$ cat config.mk
export PLATFORM = sky130hd
export DESIGN_NAME = vga_sync_receiver
export DESIGN_NICKNAME = d
export VERILOG_FILES = /design/src/rtl/vga_sync_receiver.sv
export SDC_FILE = /design/constraint.sdc
export NUM_CORES = 1
export LEC_CHECK = 0
export ABC_AREA = 0
export ABC_CLOCK_PERIOD_IN_PS = 2600
export CORE_MARGIN = 5
export CORE_UTILIZATION = 40
export DETAILED_ROUTE_END_ITERATION = 8
export GPL_TIMING_DRIVEN = 0
export PLACE_DENSITY = 0.63
export SYNTH_ARGS = -nofsm -noshare
export SYNTH_HDL_FRONTEND = slang
export SYNTH_SLANG_ARGS = --single-unit
$ cat constraint.sdc
create_clock -name clock -period 2.6 [get_ports clock]
set_input_delay 0.52 -clock clock [delete_from_list [all_inputs] [get_ports clock]]
set_output_delay 0.52 -clock clock [all_outputs]
set_load 0.03 [all_outputs]
$ cat src/rtl/vga_sync_receiver.sv
// vga_sync_receiver
//
// Recovers the raster position of an incoming VGA stream from its
// active-low hsync/vsync, measures line and frame periods, and locks once the
// measured timing matches the parameter set.
//
// Ports:
//   clock         single clock, all logic on the rising edge
//   reset         synchronous, active-low reset
//   hsync, vsync  incoming active-low syncs, already in the clock domain
//   rx_col        recovered column counter (12 bits)
//   rx_row        recovered row counter (11 bits)
//   rx_visible    recovered visible-area flag (only while locked)
//   locked        timing locked to the parameter set
//   line_len      last measured hsync-fall-to-fall period, in cycles
//   frame_lines   last measured number of hsync falls per vsync period
//   timing_error  one-cycle pulse on a timing violation
//
// There are no handshakes: every input is sampled on every rising edge and
// every output is valid on every cycle.
module vga_sync_receiver #(
  parameter int HOR_FIELD    = 799,   // last visible column
  parameter int HOR_STR_SYNC = 855,   // first hsync-low column
  parameter int HOR_TOTAL    = 1042,  // last column of line
  parameter int VER_FIELD    = 599,   // last visible row
  parameter int VER_STR_SYNC = 636,   // first vsync-low row
  parameter int VER_TOTAL    = 665,   // last row of frame
  parameter int LOCK_LINES   = 4      // good lines required before frame check
) (
  input  logic        clock,
  input  logic        reset,
  input  logic        hsync,
  input  logic        vsync,
  output logic [11:0] rx_col,
  output logic [10:0] rx_row,
  output logic        rx_visible,
  output logic        locked,
  output logic [11:0] line_len,
  output logic [10:0] frame_lines,
  output logic        timing_error
);

  // The transmitter registers its syncs and we register them again, so the
  // first low sample is seen two columns after the transmitter's sync start.
  localparam logic [11:0] COL_LOAD = 12'(HOR_STR_SYNC + 2);
  localparam logic [11:0] COL_LAST = 12'(HOR_TOTAL);
  localparam logic [11:0] COL_VIS  = 12'(HOR_FIELD);
  localparam logic [10:0] ROW_LOAD = 11'(VER_STR_SYNC);
  localparam logic [10:0] ROW_LAST = 11'(VER_TOTAL);
  localparam logic [10:0] ROW_VIS  = 11'(VER_FIELD);

  // per_cnt holds (period - 1) at the hfall that closes a line.
  localparam logic [11:0] PER_GOOD    = 12'(HOR_TOTAL);
  // Timeout fires on the edge where per_cnt reaches two nominal lines.
  localparam logic [11:0] PER_TO_PRE  = 12'(2 * (HOR_TOTAL + 1) - 1);
  localparam logic [11:0] PER_MAX     = 12'hFFF;
  localparam logic [10:0] FRAME_GOOD  = 11'(VER_TOTAL + 1);
  localparam logic [10:0] LN_MAX      = 11'h7FF;

  localparam int GW = (LOCK_LINES < 1) ? 1 : $clog2(LOCK_LINES + 1);
  localparam logic [GW-1:0] GOOD_MAX = GW'(LOCK_LINES);

  typedef enum logic [1:0] {
    SEARCH  = 2'd0,
    MEASURE = 2'd1,
    LOCKED  = 2'd2
  } state_t;

  state_t        state;
  logic [GW-1:0] good_cnt;

  logic        h_q;
  logic        v_q;
  logic        h_seen;     // at least one hfall since reset
  logic        v_seen;     // at least one vfall since reset
  logic [11:0] per_cnt;    // cycles since last hfall, saturating
  logic [10:0] ln_cnt;     // hfalls since last vfall, saturating

  logic hfall;
  logic vfall;
  logic line_ok;
  logic frame_ok;
  logic timeout;

  // ---------------------------------------------------------------------------
  // Edge detection and measurement qualifiers
  // ---------------------------------------------------------------------------
  always_comb begin
    hfall    = h_q & ~hsync;
    vfall    = v_q & ~vsync;
    // A period is only meaningful once a previous hfall has been seen.
    line_ok  = h_seen && (per_cnt == PER_GOOD);
    frame_ok = v_seen && (ln_cnt == FRAME_GOOD);
    // per_cnt saturates far above the timeout point, so it crosses this value
    // at most once between hfalls; that alone keeps the pulse single.
    timeout  = !hfall && (per_cnt == PER_TO_PRE);
  end

  assign rx_visible = locked && (rx_col <= COL_VIS) && (rx_row <= ROW_VIS);

  // ---------------------------------------------------------------------------
  // Raster recovery and period/frame measurement
  // ---------------------------------------------------------------------------
  always_ff @(posedge clock) begin
    if (!reset) begin
      h_q         <= 1'b0;
      v_q         <= 1'b0;
      h_seen      <= 1'b0;
      v_seen      <= 1'b0;
      rx_col      <= '0;
      rx_row      <= '0;
      per_cnt     <= '0;
      ln_cnt      <= '0;
      line_len    <= '0;
      frame_lines <= '0;
    end else begin
      h_q <= hsync;
      v_q <= vsync;

      // Column: resynchronise on hfall, otherwise free-run and wrap.
      if (hfall) begin
        rx_col <= COL_LOAD;
      end else if (rx_col >= COL_LAST) begin
        rx_col <= '0;
      end else begin
        rx_col <= rx_col + 12'd1;
      end

      // Row: resynchronise on vfall, otherwise advance on column wrap.
      if (vfall) begin
        rx_row <= ROW_LOAD;
      end else if (!hfall && (rx_col >= COL_LAST)) begin
        if (rx_row >= ROW_LAST) begin
          rx_row <= '0;
        end else begin
          rx_row <= rx_row + 11'd1;
        end
      end

      // Line period. The first hfall only starts the measurement.
      if (hfall) begin
        per_cnt <= '0;
        h_seen  <= 1'b1;
        if (h_seen) begin
          line_len <= (per_cnt == PER_MAX) ? PER_MAX : per_cnt + 12'd1;
        end
      end else if (per_cnt != PER_MAX) begin
        per_cnt <= per_cnt + 12'd1;
      end

      // Lines per frame. An hfall coinciding with vfall opens the new frame.
      if (vfall) begin
        ln_cnt <= hfall ? 11'd1 : 11'd0;
        v_seen <= 1'b1;
        if (v_seen) begin
          frame_lines <= ln_cnt;
        end
      end else if (hfall && (ln_cnt != LN_MAX)) begin
        ln_cnt <= ln_cnt + 11'd1;
      end
    end
  end

  // ---------------------------------------------------------------------------
  // Lock FSM; locked and timing_error are registered alongside the state.
  // ---------------------------------------------------------------------------
  always_ff @(posedge clock) begin
    if (!reset) begin
      state        <= SEARCH;
      good_cnt     <= '0;
      locked       <= 1'b0;
      timing_error <= 1'b0;
    end else begin
      timing_error <= 1'b0;
      case (state)
        SEARCH: begin
          locked <= 1'b0;
          if (timeout) begin
            timing_error <= 1'b1;
          end else if (vfall) begin
            state    <= MEASURE;
            good_cnt <= '0;
          end
        end

        MEASURE: begin
          if (timeout) begin
            timing_error <= 1'b1;
            state        <= SEARCH;
            good_cnt     <= '0;
            locked       <= 1'b0;
          end else if (vfall) begin
            if ((good_cnt >= GOOD_MAX) && frame_ok) begin
              state  <= LOCKED;
              locked <= 1'b1;
            end else begin
              good_cnt <= '0;
              locked   <= 1'b0;
            end
          end else if (hfall) begin
            // Mismatches here only reset the run of good lines; no error.
            if (line_ok) begin
              if (good_cnt != GOOD_MAX) begin
                good_cnt <= good_cnt + 1'b1;
              end
            end else begin
              good_cnt <= '0;
            end
          end
        end

        LOCKED: begin
          if (timeout || (hfall && !line_ok) || (vfall && !frame_ok)) begin
            timing_error <= 1'b1;
            state        <= SEARCH;
            good_cnt     <= '0;
            locked       <= 1'b0;
          end else begin
            locked <= 1'b1;
          end
        end

        default: begin
          state    <= SEARCH;
          good_cnt <= '0;
          locked   <= 1'b0;
        end
      endcase
    end
  end

endmodule

Word-level counts from Yosys, hierarchy flattened

Index checks and enable logic that the tools add are counted.

Add/sub/neg operators: 5
Bitwise operators: 5
Reduce and logical (&&, ||, !) cells: 26
Equal/unequal tests: 17
Multiplexer cells: 34
Order comparisons: 5
$mul: 0
Shifts and indexed selects: 0
Divide/modulo/power cells: 0

Operators with widths:

| kind                    | count |
|---|---|
| $mux W10                | 4 |
| $mux W11                | 3 |
| $mux W3                 | 9 |
| $add A12 B1 Y12 const B | 2 |
| $eq A12 B12 Y1 const B  | 2 |
| $add A11 B1 Y11 const B | 2 |
| $eq A12 B11 Y1 const B  | 1 |
| $ge A12 B11 Y1 const B  | 1 |
| $le A12 B10 Y1 const B  | 1 |
| $mux W12                | 1 |
| $mux W2                 | 6 |
| $ne A12 B12 Y1 const B  | 1 |
| $eq A11 B10 Y1 const B  | 1 |
| $ge A11 B10 Y1 const B  | 1 |
| $le A11 B10 Y1 const B  | 1 |
| $ne A11 B11 Y1 const B  | 1 |
| $logic_and A1 B1 Y1     | 10 |
| $ne A3 B3 Y1 const B    | 3 |
| $pmux W3 S3             | 1 |
| $ne A4 B4 Y1 const B    | 2 |
| $mux W1                 | 7 |
| $ne A2 B2 Y1 const B    | 3 |
| $pmux W2 S3             | 1 |
| $reduce_and A6 Y1       | 1 |
| 16 further kinds        | 27 |

Memory bits (read-only): 0
Input port bits: 4
Latch bits: 0
RAM bits: 0
Memories: 0
Register bits after elaboration: 80

Depth between registers and ports, before layout

Word-level depth: 8
Depth in mapped cells: 9
Depth with buffers taken out: 8

Least setup slack after synthesis

Ideal clock, no wire load.

Path kind: register to output
From: reg rx_row[0]
To: out rx_visible
Setup slack: 0.355 ns
Buffers on the path: 0
Stages on the path, launching flop included: 7
Required time: 2.080 ns
Arrival: 1.725 ns
Cell sequence: dfxtp_1 > ha_1 > nor2_1 > o21a_1 > o21ai_0 > nand2b_1 > a21oi_1

Word-level cells in the longest chain between the ends: 2

RTL lines:

| item                   | RTL line | text |
|---|---|---|
| start, declared        | 35       | `output logic [10:0] rx_row,` |
| start signal, assigned | 136      | `rx_row <= rx_row + 11'd1;` |
| $le A11 B10 Y1         | 99       | `assign rx_visible = locked && (rx_col <= COL_VIS) && (rx_row <= ROW_VIS);` |
| $logic_and A1 B1 Y1    | 99       |  |
| end, declared          | 36       | `output logic rx_visible,` |

No other way between the ends.

Final worst setup path

From: in vsync
To: reg good_cnt[0]

Word-level cells in the longest chain between the ends: 6
Elaborated cells between the ends (all ways): 13

RTL lines:

| item                        | RTL line | text |
|---|---|---|
| start, declared             | 33       | `input logic vsync,` |
| $not A1 Y1 *                | 90       | `vfall = v_q & ~vsync;` |
| $and A1 B1 Y1 *             | 90       |  |
| $logic_and A1 B1 Y1         | 213      | `if (timeout \|\| (hfall && !line_ok) \|\| (vfall && !frame_ok)) begin` |
| $logic_or A1 B1 Y1          | 213      |  |
| $ne A2 B2 Y1 (no line)      | -        |  |
| $reduce_and A6 Y1 (no line) | -        |  |
| end signal, assigned        | 204      | `good_cnt <= good_cnt + 1'b1;` |
| end, declared               | 70       | `logic [GW-1:0] good_cnt;` |

Mark *: on every way between the ends. The rest lies on a longest branch, timed or not.
A chain may end at the register's enable or synchronous reset.

==> reports/metrics.csv <==
stage,metric,value,unit
worst_setup_path,r2r_setup_slack,0.33,ns
clock_tree,clock_latency,0.35,ns
routing,remaining_drc_errors,0,
power_and_ir_drop,power_density,600.0,nW/µm²
yosys,synth_xor_area_share,5.647,%
run_status,status,finished clean,
timing,finalSetupTns,0,ns
die,die_width,106.5,µm
die,rows,35,
die,initial_core_util,40.67,%
placed_design,gp_congestion,0.8326,
cells_and_area,multi_input_area,2007,µm²
yosys,synthMuxAreaShare,3.227,%
yosys,synth_edf_count,0,
clock_tree,clock-sinks,80,
routing,drtAntennaViolNets,0,
worst_setup_path,path_cells,clkdlybuf4s50_1 > nand2b_1 > clkbuf_1 > nand2_1 > nor4_1 > nand4_1 > o31ai_4,
yosys,synth_top_family_by_area,simple AND/OR/NAND/NOR gates,
placed_design,pre_cts_ws,-0.1612,ns
cells_and_area,final_cell_mix,"80 x dfxtp_1, 61 x nor2_1, 50 x clkdlybuf4s50_1, 38 x nand2_1, 18 x a21oi_1",
die,coreArea,9153,µm²
placed_design,dp_hpwl,6041,µm
yosys,seq_area_frac_synth,43.03,%
yosys,synth-seq-cells,80,
cells_and_area,syn2layout_area_growth,24.13,%
clock_tree,cts_tree,yes,
cells_and_area,fillers,869,
cells_and_area,insertedDiodeCount,0,
power_and_ir_drop,ir_drop,310.7,µV
yosys,syn_inst,418,
clock_tree,htree_levels,3,
global_routing,antenna_found_initial,0,
yosys,syn_avg_cell_area,8.905,µm²
clock_tree,cts-root-buf,clkbuf_8,
clock_tree,cts_made_buffers,9,
timing,fin_crit_sh,93.74,%
global_routing,grt_usage,15.07,%
routing,via_count,3084,
power_and_ir_drop,power.total,0.002772,W
worst_setup_path,critPathRequiredTime,2.86,ns
timing,layout_setup_ws,0.1629,ns
cells_and_area,drive_gt1_share,7.423,%
cells_and_area,instances_no_fill,596,
die,dieArea,11330,µm²
yosys,yosysUniqueCellTypes,59,
worst_setup_path,end_kind,flop,
worst_setup_path,crit_path_top_delay_cell,nor4_1,
routing,viasPerCell,5.174,
power_and_ir_drop,leakagePower,1.712,nW
global_routing,first_global_vias,3026,
yosys,yosysWarnings,0,
routing,totalWireLength,8202,µm
hold_path,worstHoldPathType,flop to flop,
timing,timing.fmax,410.3,MHz
placed_design,dp_cells,580,
yosys,synth_nets,437,
yosys,async_flop_share,0,%
yosys,synth_simple_gate_area_share,23.39,%
yosys,synth_ff_type,dfxtp_1,
placed_design,io_buffers,51,
cells_and_area,regArea,1602,µm²
cells_and_area,final_nets,499,
worst_setup_path,timing_worst_setup_path_type,input pin to flop,
routing,post_drt_wl_per_cell,13.76,µm
global_routing,grt_overflow_total,0,
die,pin_count,53,
clock_tree,cts_setup_buffers,0,
timing,grt_setup_unrepaired,no,
cells_and_area,layout_commonest_cell,dfxtp_1,
yosys,synth_compound_area_share,16.50,%
worst_setup_path,worstPathArrival,2.70,ns
routing,first_pass_iters,4,
timing,drv_slew,0,
clock_tree,hold_buffers,0,
global_routing,grt_first_pass_wirelength,14210,µm
clock_tree,clk_pin_slew_worst_paths,0.09,ns
timing,report.final.setup_viol,0,
global_routing,grt_max_degree,15,
timing,max_slew_margin,56.19,%
job,max_cap_viol_count,0,
yosys,synthAdderAreaFrac,5.042,%
timing,tightest_slew,0.6571,ns
timing,period_minus_slack,2.437,ns
die,fp.dieH,106.5,µm
worst_setup_path,max_stage_delay,0.55,ns
timing,fin_skew,0.01094,ns
timing,hold_viol_final,0,
clock_tree,cts_buffer_depth,2,
worst_setup_path,cp-start-kind,input pin,
yosys,synth.cell_area,3722,µm²
worst_setup_path,cp_max_fo,10,
routing,first_iter_violations,84,
state kept, by name, summed over array words and instances, names as in the netlist:
name / count
line_len: 12
v_seen: 1
frame_lines: 11
h_q: 1
rx_row: 11
rx_col: 12
good_cnt: 3
v_q: 1
per_cnt: 12
state: 2
locked: 1
h_seen: 1
ln_cnt: 11
timing_error: 1
synth_stat cells, types with 2 or more instances:
library cell  instances  area, µm²
dfxtp_1              80       1602
nor2_1               61      229.0
nand2_1              38      142.6
a21oi_1              18      90.09
xor2_1               16      140.1
ha_1                 15      187.7
mux2i_1              12      120.1
nand3_1              12      60.06
o21ai_0              12      60.06
inv_1                11      41.29
a211oi_1              9      67.56
clkbuf_1              9      33.78
or3_1                 8      50.05
xnor2_1               8      70.07
a31oi_1               7      43.79
and3_1                7      43.79
nand4_1               7      43.79
a311oi_1              6      52.55
and2_1                6      37.54
nor3_1                6      30.03
a21o_1                5      37.54
and4_1                5      43.79
o21a_1                5      37.54
buf_2                 4      20.02
nand2b_1              4      25.02
nor2b_1               4      25.02
a31o_2                3      26.28
nor4_1                3      18.77
or2_2                 3      18.77
and4b_1               2      20.02
buf_1                 2      7.510
nor4b_1               2      17.52
o31ai_4               2      42.54
cell type report:
class,instances,share of cell area [%]
buffer,16,1.489
clock buffer,10,2.979
clock inverter,6,2.518
inverter,12,0.9748
multi-input combinational,310,43.43
sequential,80,34.66
tap,111,3.006
timing repair buffer,51,10.94
per-layer routing:
layer	track usage, %	vias up	wire length, µm
met5	0	-	0
met4	4.932	0	91
met3	3.400	8	332
met2	24.30	53	3687
met1	19.98	1419	4090
li1	-	1604	-
worst max-delay path, delay by kind of cell:
family          cells  cell delay (ns)
simple gates        4             1.19
buf+inv             2             0.89
compound gates      1             0.09
cell families after synthesis:
| group | count (synthesis) |
|---|---|
| AOI/OAI and AO/OA | 83 |
| and+or+nand+nor | 175 |
| xor gates and xnor gates | 24 |
| other | 1 |
| DFF | 80 |
| adders and majority gates | 15 |
| muxes | 12 |
| buffers and inverters | 28 |
power by group:
group	internal (W)	switching (W)
logic	0.000128	0.000209
clock network	0.000669	0.000468
registers	0.00126	0.0000394
total	0.00206	0.000716
path summary, 6_finish.rpt:
check	start	endpoint	cells past startpoint
worst max register to register	rx_col[0]	rx_col[3]	8
worst max-delay path	vsync	good_cnt[0]	7
worst min-delay path	frame_lines[0]	frame_lines[0]	2
worst min register to register	frame_lines[0]	frame_lines[0]	2
what timing repair did:
item,CTS,global route
cloned,0,0
setup endpoints to repair,1,8
resized for setup,1,3
through the flow:
step,cell area [µm²],hold WS (ns),util (%)
final,4621,0.4910,50.49
after global routing,4621,0.5124,50.49
after CTS,4624,0.4959,50.53
after detailed placement,4372,0.4751,47.76
after global placement,4372,0.4710,47.76
after floorplan,3722,0.4549,-
No activity file was read; power rests on OpenSTA's default activity.
